**src/rtl/hazard_pkg.sv**
```systemverilog
// hazard_pkg: shared definitions for the pipeline hazard detector.
//   - RV32I opcode constants, also used by the ID-stage control decoder
//   - slot_t: one shadow pipeline slot {valid, rd, regwrite, memread}
//   - opcode-class helpers reads_rs1 / reads_rs2 / writes_rd / is_load
package hazard_pkg;

  localparam logic [6:0] OPC_R      = 7'b0110011;
  localparam logic [6:0] OPC_I      = 7'b0010011;
  localparam logic [6:0] OPC_LOAD   = 7'b0000011;
  localparam logic [6:0] OPC_STORE  = 7'b0100011;
  localparam logic [6:0] OPC_BRANCH = 7'b1100011;

  typedef struct packed {
    logic       valid;
    logic [4:0] rd;
    logic       regwrite;
    logic       memread;
  } slot_t;

  function automatic logic reads_rs1(input logic [6:0] opc);
    return (opc == OPC_R) || (opc == OPC_I) || (opc == OPC_LOAD) ||
           (opc == OPC_STORE) || (opc == OPC_BRANCH);
  endfunction

  function automatic logic reads_rs2(input logic [6:0] opc);
    return (opc == OPC_R) || (opc == OPC_STORE) || (opc == OPC_BRANCH);
  endfunction

  function automatic logic writes_rd(input logic [6:0] opc);
    return (opc == OPC_R) || (opc == OPC_I) || (opc == OPC_LOAD);
  endfunction

  function automatic logic is_load(input logic [6:0] opc);
    return opc == OPC_LOAD;
  endfunction

endpackage

```
**src/rtl/hazard_match.sv**
```systemverilog
// hazard_match: combinational compare of one shadow slot against the
// source registers of the instruction in ID.
//   REQ_MEMREAD : when 1, only a load in the slot can match (load-use)
//   slot_i      : shadow slot under test
//   rs1_i/rs2_i : ID source register fields
//   use_rs1_i/use_rs2_i : the ID opcode actually reads that field
//   hit_o       : slot produces a register the ID instruction needs
module hazard_match
  import hazard_pkg::*;
#(
  parameter bit REQ_MEMREAD = 1'b0
) (
  input  slot_t      slot_i,
  input  logic [4:0] rs1_i,
  input  logic [4:0] rs2_i,
  input  logic       use_rs1_i,
  input  logic       use_rs2_i,
  output logic       hit_o
);

  logic producer;
  logic src_hit;

  // x0 is hardwired zero, so a write to it never creates a dependency
  assign producer = slot_i.valid && slot_i.regwrite && (slot_i.rd != 5'd0) &&
                    (!REQ_MEMREAD || slot_i.memread);
  assign src_hit  = (use_rs1_i && (slot_i.rd == rs1_i)) ||
                    (use_rs2_i && (slot_i.rd == rs2_i));
  assign hit_o    = producer && src_hit;

endmodule

```
**src/rtl/hazard_unit.sv**
```systemverilog
// hazard_unit: load-use / RAW stall and branch flush control for the
// 5-stage core, with stall and flush cycle counters.
//   Macro HAZARD_FORWARDING_EN: defined -> only a load in EX stalls;
//   undefined -> any register writer in EX or MEM stalls.
// Ports:
//   clk, reset (async, active high)
//   id_valid, id_opcode, id_rs1, id_rs2, id_rd : instruction in ID
//   ex_branch_taken : branch in EX resolved taken
//   stall, pc_write, ifid_write : stall control (combinational)
//   ifid_flush, idex_flush      : branch flush (combinational)
//   stall_cycles, flush_cycles  : wrapping performance counters
module hazard_unit
  import hazard_pkg::*;
#(
  parameter int CNT_W = 32
) (
  input  logic             clk,
  input  logic             reset,
  input  logic             id_valid,
  input  logic [6:0]       id_opcode,
  input  logic [4:0]       id_rs1,
  input  logic [4:0]       id_rs2,
  input  logic [4:0]       id_rd,
  input  logic             ex_branch_taken,
  output logic             stall,
  output logic             pc_write,
  output logic             ifid_write,
  output logic             ifid_flush,
  output logic             idex_flush,
  output logic [CNT_W-1:0] stall_cycles,
  output logic [CNT_W-1:0] flush_cycles
);

`ifdef HAZARD_FORWARDING_EN
  localparam int NCHK        = 1;
  localparam bit REQ_MEMREAD = 1'b1;
`else
  localparam int NCHK        = 2;
  localparam bit REQ_MEMREAD = 1'b0;
`endif

  slot_t ex_q, mem_q, wb_q, ex_d;
  slot_t chk_slot [NCHK];
  logic [NCHK-1:0] hit;
  logic [CNT_W-1:0] stall_cnt_q, flush_cnt_q;
  logic use_rs1, use_rs2;

  assign use_rs1 = reads_rs1(id_opcode);
  assign use_rs2 = reads_rs2(id_opcode);

  // checked slots, youngest first: EX, then MEM when not forwarding
  assign chk_slot[0] = ex_q;
  if (NCHK > 1) begin : g_mem_chk
    assign chk_slot[1] = mem_q;
  end

  for (genvar g = 0; g < NCHK; g++) begin : g_match
    hazard_match #(.REQ_MEMREAD(REQ_MEMREAD)) u_match (
      .slot_i    (chk_slot[g]),
      .rs1_i     (id_rs1),
      .rs2_i     (id_rs2),
      .use_rs1_i (use_rs1),
      .use_rs2_i (use_rs2),
      .hit_o     (hit[g])
    );
  end

  // a taken branch squashes ID, so it overrides any stall
  assign stall      = id_valid && !ex_branch_taken && (|hit);
  assign pc_write   = !stall;
  assign ifid_write = !stall;
  assign ifid_flush = ex_branch_taken;
  assign idex_flush = ex_branch_taken;

  always_comb begin
    ex_d = '0;
    if (id_valid && !stall && !ex_branch_taken) begin
      ex_d.valid    = 1'b1;
      ex_d.rd       = id_rd;
      ex_d.regwrite = writes_rd(id_opcode);
      ex_d.memread  = is_load(id_opcode);
    end
  end

  always_ff @(posedge clk or posedge reset) begin
    if (reset) begin
      ex_q        <= '0;
      mem_q       <= '0;
      wb_q        <= '0;
      stall_cnt_q <= '0;
      flush_cnt_q <= '0;
    end else begin
      wb_q  <= mem_q;
      mem_q <= ex_q;
      ex_q  <= ex_d;
      if (stall)      stall_cnt_q <= stall_cnt_q + 1'b1;
      if (ifid_flush) flush_cnt_q <= flush_cnt_q + 1'b1;
    end
  end

  assign stall_cycles = stall_cnt_q;
  assign flush_cycles = flush_cnt_q;

endmodule

```
**config.mk**
```make
export PLATFORM = sky130hd
export DESIGN_NAME = hazard_unit
export DESIGN_NICKNAME = d
export VERILOG_FILES = /design/src/rtl/hazard_pkg.sv /design/src/rtl/hazard_match.sv /design/src/rtl/hazard_unit.sv
export SDC_FILE = /design/constraint.sdc
export NUM_CORES = 1
export LEC_CHECK = 0
export ABC_AREA = 1
export CAP_MARGIN = 20
export CORE_ASPECT_RATIO = 0.7
export CORE_MARGIN = 2
export CORE_UTILIZATION = 48
export CTS_CLUSTER_SIZE = 20
export DETAILED_ROUTE_END_ITERATION = 7
export PLACE_DENSITY = 0.8
export SLEW_MARGIN = 20
export SYNTH_ARGS = -nofsm -noshare
export SYNTH_HDL_FRONTEND = slang
export SYNTH_HIERARCHICAL = 1
export SYNTH_SLANG_ARGS = --single-unit
```
**constraint.sdc**
```tcl
create_clock -name clk -period 4.4 [get_ports clk]
set_input_delay 0.88 -clock clk [delete_from_list [all_inputs] [get_ports clk]]
set_output_delay 0.88 -clock clk [all_outputs]
set_load 0.01 [all_outputs]
```
==> results of run 1 <==
-- metrics by stage --
step	hold slack, ps	util [%]	worst slack [ps]	power [W]	area, um2
detailed placement	368.6	60.92	392.7	0.001033	5460
CTS	384.1	64.44	376.4	0.001815	5776
global route	405.1	64.67	163.8	0.001882	5796
global placement	359.7	60.92	446.7	0.001029	5460
floorplan	354.3	-	1368	0.0009097	4377
finish	378.4	64.67	356.2	0.001803	5796
-- metal layers --
metal | wire length, um | vias up | GRT usage, %
met5 | 0 | - | 0
met3 | 628 | 9 | 4.713
met4 | 89 | 0 | 5.257
met1 | 5516 | 1969 | 34.04
li1 | - | 2088 | -
met2 | 4968 | 132 | 35.31
-- power breakdown --
part,internal [W],switching [W],leakage [nW]
clock network,0.000496,0.000285,0.152
logic,0.000114,0.000109,1.54
registers,0.000753,0.0000466,1.06
-- worst max-delay path by stage --
| stage | startpoint | to | slack (ps) | cells past startpoint |
|---|---|---|---|---|
| after floorplan | id_opcode[3] | pc_write | 1370 | 11 |
| after global placement | id_opcode[1] | pc_write | 450 | 11 |
| after detailed placement | id_opcode[1] | ifid_write | 390 | 11 |
| after CTS | id_opcode[1] | ifid_write | 380 | 11 |
| after global routing | id_opcode[1] | ifid_write | 160 | 11 |
| final | id_opcode[1] | ifid_write | 360 | 11 |
-- cell type report --
type / count / area (um2)
Fill cell: 800 / 3167
Multi-Input combinational cell: 440 / 2041
Sequential cell: 78 / 1952
Timing Repair Buffer: 97 / 975.9
Inverter: 95 / 356.6
Clock buffer: 10 / 229.0
Tap cell: 124 / 155.1
Clock inverter: 6 / 86.33
-- state kept, by name, indices dropped and copies added, names as in the netlist --
signal	count
stall_cycles	32
chk_slot	14
flush_cycles	32
-- worst max-delay path: stages --
cell,delay (ps)
clkdlybuf4s50_1,490
nand3_1,120
a211oi_1,320
nand2_1,90
nor2_1,120
nand3_1,80
a21oi_1,120
nor2_1,100
nor2_4,200
inv_2,120
clkdlybuf4s50_1,500
==> results.md, run 1 <==
- Hold Path Depth: 0
- Pre-Repair DR Iteration Count: 5
- Layout area overhead: 32.42%
- DRC: 0
- Worst-path clk slew: 60 ps
- Syn. warnings: 6
- Root Buffer: clkbuf_16
- WP data arrival: 3160 ps
- Leak Pwr: ~2.8 nW
- Vias/cell: 4.939
- Worst-Skew Late Latency: 330 ps
- Post-layout nets: 749
- Hpwl dp: 8.546 mm
- Status: finished clean
- # diodes: 0
- # setup viols final: 0
- Hold Crit Start: chk_slot[15]
- Grt total ovfl: 0
- Critical path required time: 3520 ps
- Gate Count Post-Synth: 617
- Remaining antenna violation count: 0
- Post-cts sizing count: 0
- Max Freq: 247.3 MHz
- Clock sinks: 78
- Pwr/cell area: 311.1 nW/um2
- Slew Viols, Final: 0
- Initial antenna violation count: 0
- R2R Setup Slk: approximately 2300 ps
- Unrepaired setup endpoints after global routing: no
- Max VDD drop: a little under 0.2 mV
- Longest Clk Path Bufs: 2
- Largest net degree at the start of global routing: between 70 and 80
- Total setup buffers inserted after CTS: 0
- Syn_area_per_cell: slightly above 7 um2
- Vias in the first global route: slightly below 4000
- Setup CP Type: input port to output pin
- Die Y: between 80 and 90 um
- Commonest cells after routing, fill and taps aside: 217 x nand2_1, 94 x clkdlybuf4s50_1, 90 x nor2_1
- Routed WL per cell: 13.18 um
- Core area: about 9000 um2
- Reg-to-reg startpoint: chk_slot[14]
- Die Wd: 118.1 um
- H-tree depth: 3
- Ratio of cells with drive above 1 in the final layout: under 10%
- Routed wire length: 11.20 mm
- Worst setup SP type: input port
- Synth Cell Area: 4377 um2
- Commonest non-fill, non-tap cell in the layout: nand2_1
- Minimum clock period: 4044 ps
- DR vias: 4198
- Net count after synthesis: 645
- Slew Limit Headroom: 63.24%
- Reg-to-reg endpoint: stall_cycles[25]
- Post-Place Cells: between 800 and 900
- Crit. End Element: output pin
- Worst Reg-to-Reg Cells: 14
- Final RePlAce weighted congestion: 0.9101
- DIE AREA: 9910 um2
- Hold buffer count at cts: 0
- Buffers added on ports: 94
- DR iter-0 viols: 305
- Setup Skew: 5.745 ps
- Total track usage: 23.18%
- I/O pin count: 95
- Type of the tightest min-delay check: flop to flop
- Global-route wire length before repair: 18.59 mm
- Starting Density: 48.83%
- Actual slew at the worst max-slew pin: 551.4 ps
- CTS tree: done
- Row Count: 29
- Fin crit share: between 90% and 100%
- Max Cap Viol: 0
- Cts bufs inserted: 9
- Worst-path maximum fanout: 8
- Final Hold Fails: 0
- WHS Endpoint: chk_slot[7]
- Layout Cells excl Fill: 850
- Setup TNS: 0 ps
Power figures use the tool's default switching activity.
==> inputs of run 2 (changes only) <==
--- a/config.mk
+++ b/config.mk
@@ -12,7 +12,8 @@
 export CORE_UTILIZATION = 48
 export CTS_CLUSTER_SIZE = 20
 export DETAILED_ROUTE_END_ITERATION = 7
-export PLACE_DENSITY = 0.8
+export PLACE_DENSITY_LB_ADDON = 0.12
+export SKIP_LAST_GASP = 1
 export SLEW_MARGIN = 20
 export SYNTH_ARGS = -nofsm -noshare
 export SYNTH_HDL_FRONTEND = slang
==> run 2 against run 1 <==
  * Sequential power is essentially flat
  * Power grew 7.4%
  * Count of clock-buffer cells in the layout is the same
  * Clock power grew 17%
  * Critical endpoint is now pc_write
==> results.md, run 2 (synthesis gave the netlist of run 1 again) <==
- Status: finished clean
- Post-Layout Inst Area: 5836 um2
- Max Freq: 252.2 MHz
- Root Buffer: clkbuf_16
- DIE AREA: 9910 um2
- Pre-Repair DR Iteration Count: 6
- Post-layout nets: ~750
- Die Y: 83.89 um
- Grt total ovfl: 0
- Actual slew at the worst max-slew pin: 728.6 ps
- DP Area: approximately 5500 um2
- Commonest cells after routing, fill and taps aside: 217 x nand2_1, 94 x clkdlybuf4s50_1, 90 x nor2_1
- DR iter-0 viols: 326
- Buffers added on ports: between 90 and 100
- Worst-Skew Late Latency: 330 ps
- Remaining antenna violation count: 0
- Net Sw Frac: 22.98%
- Routed wire length: 11.29 mm
- Hold Path Depth: 0
- CTS tree: done
- Max VDD drop: approximately 0.26 mV
- R2R Setup Slk: 2090 ps
- Worst setup SP type: input port
- Top cell by count, worst path: nor2_1
- Final RePlAce weighted congestion: 0.8625
- Routed WL per cell: 13.30 um
- Critical Path, Cell by Cell: clkdlybuf4s50_1 > nor2_1 > nand3_1 > a211oi_1 > nand2_1 > nor2_1 > nand3_1 > a21oi_1 > nor2_1 > nor2_4 > inv_2 > clkdlybuf4s50_1
- Layout Cells excl Fill: 849
- Layout area overhead: 33.33%
- Hold buffer count at cts: 0
- Largest net degree at the start of global routing: 79
- Reg-to-reg endpoint: stall_cycles[27]
- Slew Limit Headroom: between 50% and 60%
- Cts bufs inserted: 9
- Sw Pwr: 0.0004450 W
- Total power: a little under 0.002 W
- Utilization after layout: 65.11%
- Leak Pwr: 2.773 nW
- Fin crit share: 90.12%
- Worst path slowest cell: clkdlybuf4s50_1
- Setup TNS: 0 ps
- Hpwl dp: 8.467 mm
- DR vias: 4204
- Row Count: 29
- Setup Skew: 5.294 ps
- Max Cap Viol: 0
- H-tree depth: 3
- Slew Viols, Final: 0
- Int Pwr: 0.001491 W
- Clock power frac: 47.4%
- WP data arrival: just over 3000 ps
- Worst-path maximum fanout: 8
- Worst-path clk slew: 60 ps
- Post-cts sizing count: 0
- Ratio of cells with drive above 1 in the final layout: roughly 5.5%
- Total track usage: 23.82%
- Core area: around 9000 um2
- Crit. End Element: output pin
- # setup viols final: 0
- Clock sinks: 78
- Hold Crit Start: chk_slot[15]
- I/O pin count: 95
- Unrepaired setup endpoints after global routing: no
- # diodes: 0
- Longest Clk Path Bufs: 2
- Total setup buffers inserted after CTS: 0
- CP peak stage delay: 490 ps
- Critical path required time: 3520 ps
- Starting Density: 48.83%
- Setup CP Type: input port to output pin
- Type of the tightest min-delay check: flop to flop
- DRC: 0
- Vias in the first global route: 4044
- Global-route wire length before repair: 19.02 mm
- Vias/cell: 4.952
- WHS Endpoint: chk_slot[7]
- Minimum clock period: 3965 ps
- Worst Reg-to-Reg Cells: 13
- Initial antenna violation count: 0
- Commonest non-fill, non-tap cell in the layout: nand2_1
- Reg-to-reg startpoint: chk_slot[14]
- Logic pwr share: 11.3%
- Pwr/cell area: between 300 and 400 nW/um2
- Die Wd: 118.1 um
- Post-Place Cells: 833
- Sequential power share: between 40% and 50%
- Final Hold Fails: 0
[run 2: cell types whose count changed in the layout (fill, tap and decap cells not counted)]
| cell | before | now |
|---|---|---|
| buf_12 | 1 | 0 |
| clkbuf_8 | 0 | 1 |
| bufinv_16 | 2 | 4 |
| clkinv_4 | 1 | 0 |
| clkbuf_1 | 1 | 0 |
| clkinv_2 | 2 | 1 |
| buf_6 | 0 | 1 |
| buf_4 | 2 | 1 |
[run 2: worst max-delay path: cells and delay by family]
kind                   cells  cell delay [ps]
AO/OA/AOI/OAI              2              420
buffers and inverters      3             1000
AND/OR/NAND/NOR            7              790
[run 2: cell type report]
class / count / area (um2)
sequential: 78 / 1952
fill: 774 / 3127
timing repair buffer: 96 / 959.7
multi-input combinational: 440 / 2041
inverter: 95 / 356.6
clock inverter: 6 / 132.6
clock buffer: 10 / 239.0
tap: 124 / 155.1
[run 2: routing by layer]
metal	vias to the layer above	wire, um	GRT usage, %
li1	2093	-	-
met1	1965	5639	34.51
met2	132	4868	35.21
met3	14	680	6.079
met4	0	105	7.010
met5	-	0	0
[run 2: how the worst max path moves through the flow]
| stage | start | to | slack, ps | depth (start not counted) |
|---|---|---|---|---|
| 2_1_floorplan | id_opcode[3] | pc_write | 1370 | 11 |
| 3_3_place_gp | id_opcode[3] | stall | 580 | 11 |
| 3_5_place_dp | id_opcode[3] | pc_write | 470 | 12 |
| 4_1_cts | id_opcode[3] | pc_write | 470 | 12 |
| 5_1_grt | id_opcode[3] | pc_write | 270 | 12 |
| 6_report | id_opcode[3] | pc_write | 430 | 12 |
[run 2: per-stage QoR]
step | setup WS, ps | hold WS (ps)
after floorplan | 1368 | 354.3
after global placement | 584.0 | 368.6
after detailed placement | 473.3 | 379.3
after CTS | 467.0 | 384.6
after global routing | 266.4 | 390.1
final | 434.8 | 378.6
[run 2: power groups by stage]
stage	logic [W]	registers, W	clock network [W]
6_report	0.000220	0.000799	0.000917
4_1_cts	0.000222	0.000800	0.000934
3_5_place_dp	0.000222	0.000811	0
3_3_place_gp	0.000216	0.000810	0
5_1_grt	0.000240	0.000803	0.000964
2_1_floorplan	0.0000941	0.000816	0
==> inputs of run 3 (changes only) <==
--- a/config.mk
+++ b/config.mk
@@ -14,7 +14,7 @@
 export DETAILED_ROUTE_END_ITERATION = 7
 export PLACE_DENSITY_LB_ADDON = 0.12
 export SKIP_LAST_GASP = 1
-export SLEW_MARGIN = 20
+export SLEW_MARGIN = 10
 export SYNTH_ARGS = -nofsm -noshare
 export SYNTH_HDL_FRONTEND = slang
 export SYNTH_HIERARCHICAL = 1
==> run 3 against run 2 <==
  * Die area did not move
  * Flip-flop and latch count stayed put
  * Hold slack is essentially flat
  * First-iteration DRC count is 23% lower
  * Clock skew is essentially flat
  * Count of clock-buffer cells in the layout stayed put
  * Cell count increased by 0.12%
  * Power grew 0.24%
  * Sequential power about the same
  * Clock power is essentially flat
  * Global-route usage is the same
  * Sequential share of layout area decreased by 0.14 points
  * Critical path type unchanged
  * Largest power group unchanged
==> results.md, run 3 (synthesis gave the netlist of run 1 again) <==
- Worst path slowest cell: clkdlybuf4s50_1
- DP Area: 5460 um2
- # setup viols final: 0
- Minimum clock period: ~4000 ps
- Worst Reg-to-Reg Cells: 13
- Hold Crit Start: chk_slot[15]
- Buffers & Inverters on Critical Path: 3
- Net Sw Frac: 23.05%
- Reg-to-reg endpoint: stall_cycles[27]
- Critical Path, Cell by Cell: clkdlybuf4s50_1 > nor2_1 > nand3_1 > a211oi_1 > nand2_1 > nor2_1 > nand3_1 > a21oi_1 > nor2_1 > nor2_4 > inv_2 > clkdlybuf4s50_1
- Final Hold Fails: 0
- Largest net degree at the start of global routing: just under 80
- Hold Path Depth: 0
- Status: finished clean
- DIE AREA: 9910 um2
- Core area: 8962 um2
- Commonest cells after routing, fill and taps aside: 217 x nand2_1, 94 x clkdlybuf4s50_1, 90 x nor2_1
- Worst setup SP type: input port
- Reg-to-reg startpoint: chk_slot[14]
- Starting Density: 48.83%
- WHS Endpoint: chk_slot[7]
- Total track usage: 23.82%
- Ratio of cells with drive above 1 in the final layout: 5.647%
- Worst-path clk slew: 60 ps
- Commonest non-fill, non-tap cell in the layout: nand2_1
- Longest Clk Path Bufs: 2
- Slew Viols, Final: 0
- Vias in the first global route: 4044
- DR vias: roughly 4200
- R2R Setup Slk: around 2100 ps
- DRC: 0
- Total setup buffers inserted after CTS: 0
- Crit. End Element: output pin
- Pre-Repair DR Iteration Count: 5
- # diodes: 0
- Remaining antenna violation count: 0
- Grt total ovfl: 0
- Sequential power share: 41.2%
- Post-Layout Inst Area: between 5000 and 6000 um2
- Final RePlAce weighted congestion: 0.8625
- Max Freq: 252.0 MHz
- Int Pwr: ~0.0015 W
- WP data arrival: 3090 ps
- Routed wire length: 11.35 mm
- Worst-path maximum fanout: 8
- Setup TNS: 0 ps
- Unrepaired setup endpoints after global routing: no
- Setup Skew: 5.267 ps
- CTS tree: done
- Pwr/cell area: 331.3 nW/um2
- Clock power frac: 47.4%
- Layout Cells excl Fill: 850
- Sw Pwr: 0.0004475 W
- Max VDD drop: 0.2603 mV
- Top cell by count, worst path: nor2_1
- Layout area overhead: 33.88%
- Die Wd: about 120 um
- H-tree depth: 3
- Type of the tightest min-delay check: flop to flop
- Post-Place Cells: 833
- Cts bufs inserted: 9
- CP peak stage delay: 490 ps
- Worst-Skew Late Latency: 330 ps
- Max Cap Viol: 0
- Vias/cell: 4.953
- Die Y: between 80 and 90 um
- Utilization after layout: 65.38%
- Total power: 0.001941 W
- Initial antenna violation count: 0
- Hpwl dp: around 8.5 mm
- Hold buffer count at cts: 0
- Leak Pwr: 2.784 nW
- Critical path required time: around 3500 ps
- Global-route wire length before repair: 19.02 mm
- Setup CP Type: input port to output pin
- Buffers added on ports: 94
- Clock sinks: 78
- DR iter-0 viols: 252
- Post-cts sizing count: 0
- Slew Limit Headroom: between 70% and 80%
- CP top delay family: buffers and inverters
- Routed WL per cell: 13.35 um
- Fin crit share: 90.18%
- Post-layout nets: about 750
- I/O pin count: 95
- Logic pwr share: 11.5%
- Root Buffer: clkbuf_16
- Row Count: 29
- Actual slew at the worst max-slew pin: 440.6 ps
==> run 3: changes by cell type in the layout (fill, tap and decap cells not counted), sizes merged <==
cell  change
buf       +1
==> run 3: worst max-delay path by stage <==
stage               endpoint  cells after the start    startpoint
floorplan           pc_write                     11  id_opcode[3]
global placement       stall                     11  id_opcode[3]
detailed placement  pc_write                     12  id_opcode[3]
CTS                 pc_write                     12  id_opcode[3]
global route        pc_write                     12  id_opcode[3]
finish              pc_write                     12  id_opcode[3]
==> run 3: final cells by class <==
| type | count | area, um2 |
|---|---|---|
| Clock buffer | 10 | 239.0 |
| Clock inverter | 6 | 132.6 |
| Fill cell | 769 | 3103 |
| Inverter | 95 | 356.6 |
| Multi-Input combinational cell | 440 | 2041 |
| Sequential cell | 78 | 1952 |
| Tap cell | 124 | 155.1 |
| Timing Repair Buffer | 97 | 983.4 |
==> run 3: per-layer routing <==
| metal | routed length (um) | up-vias | part of all wire, % | track usage, % |
|---|---|---|---|---|
| met2 | 4893 | 135 | 43 | 35.21 |
| met1 | 5607 | 1961 | 49 | 34.51 |
| met3 | 732 | 15 | 6.5 | 6.079 |
| li1 | - | 2099 | - | - |
| met4 | 114 | 0 | 1.0 | 7.010 |
| met5 | 0 | - | 0 | 0 |
==> run 3: power by group through the flow <==
stage / Clock [W] / Combinational, W / Sequential (W)
2_1_floorplan: 0 / 0.0000941 / 0.000816
3_3_place_gp: 0 / 0.000216 / 0.000810
3_5_place_dp: 0 / 0.000222 / 0.000811
4_1_cts: 0.000934 / 0.000222 / 0.000800
5_1_grt: 0.000964 / 0.000243 / 0.000803
6_report: 0.000919 / 0.000223 / 0.000799
==> run 3: through the flow <==
| step | setup slack [ps] | hold slack, ps |
|---|---|---|
| after floorplan | 1368 | 354.3 |
| after global placement | 584.0 | 368.6 |
| after detailed placement | 473.3 | 379.3 |
| after CTS | 467.0 | 384.6 |
| after global routing | 266.4 | 390.1 |
| final | 432.0 | 378.8 |
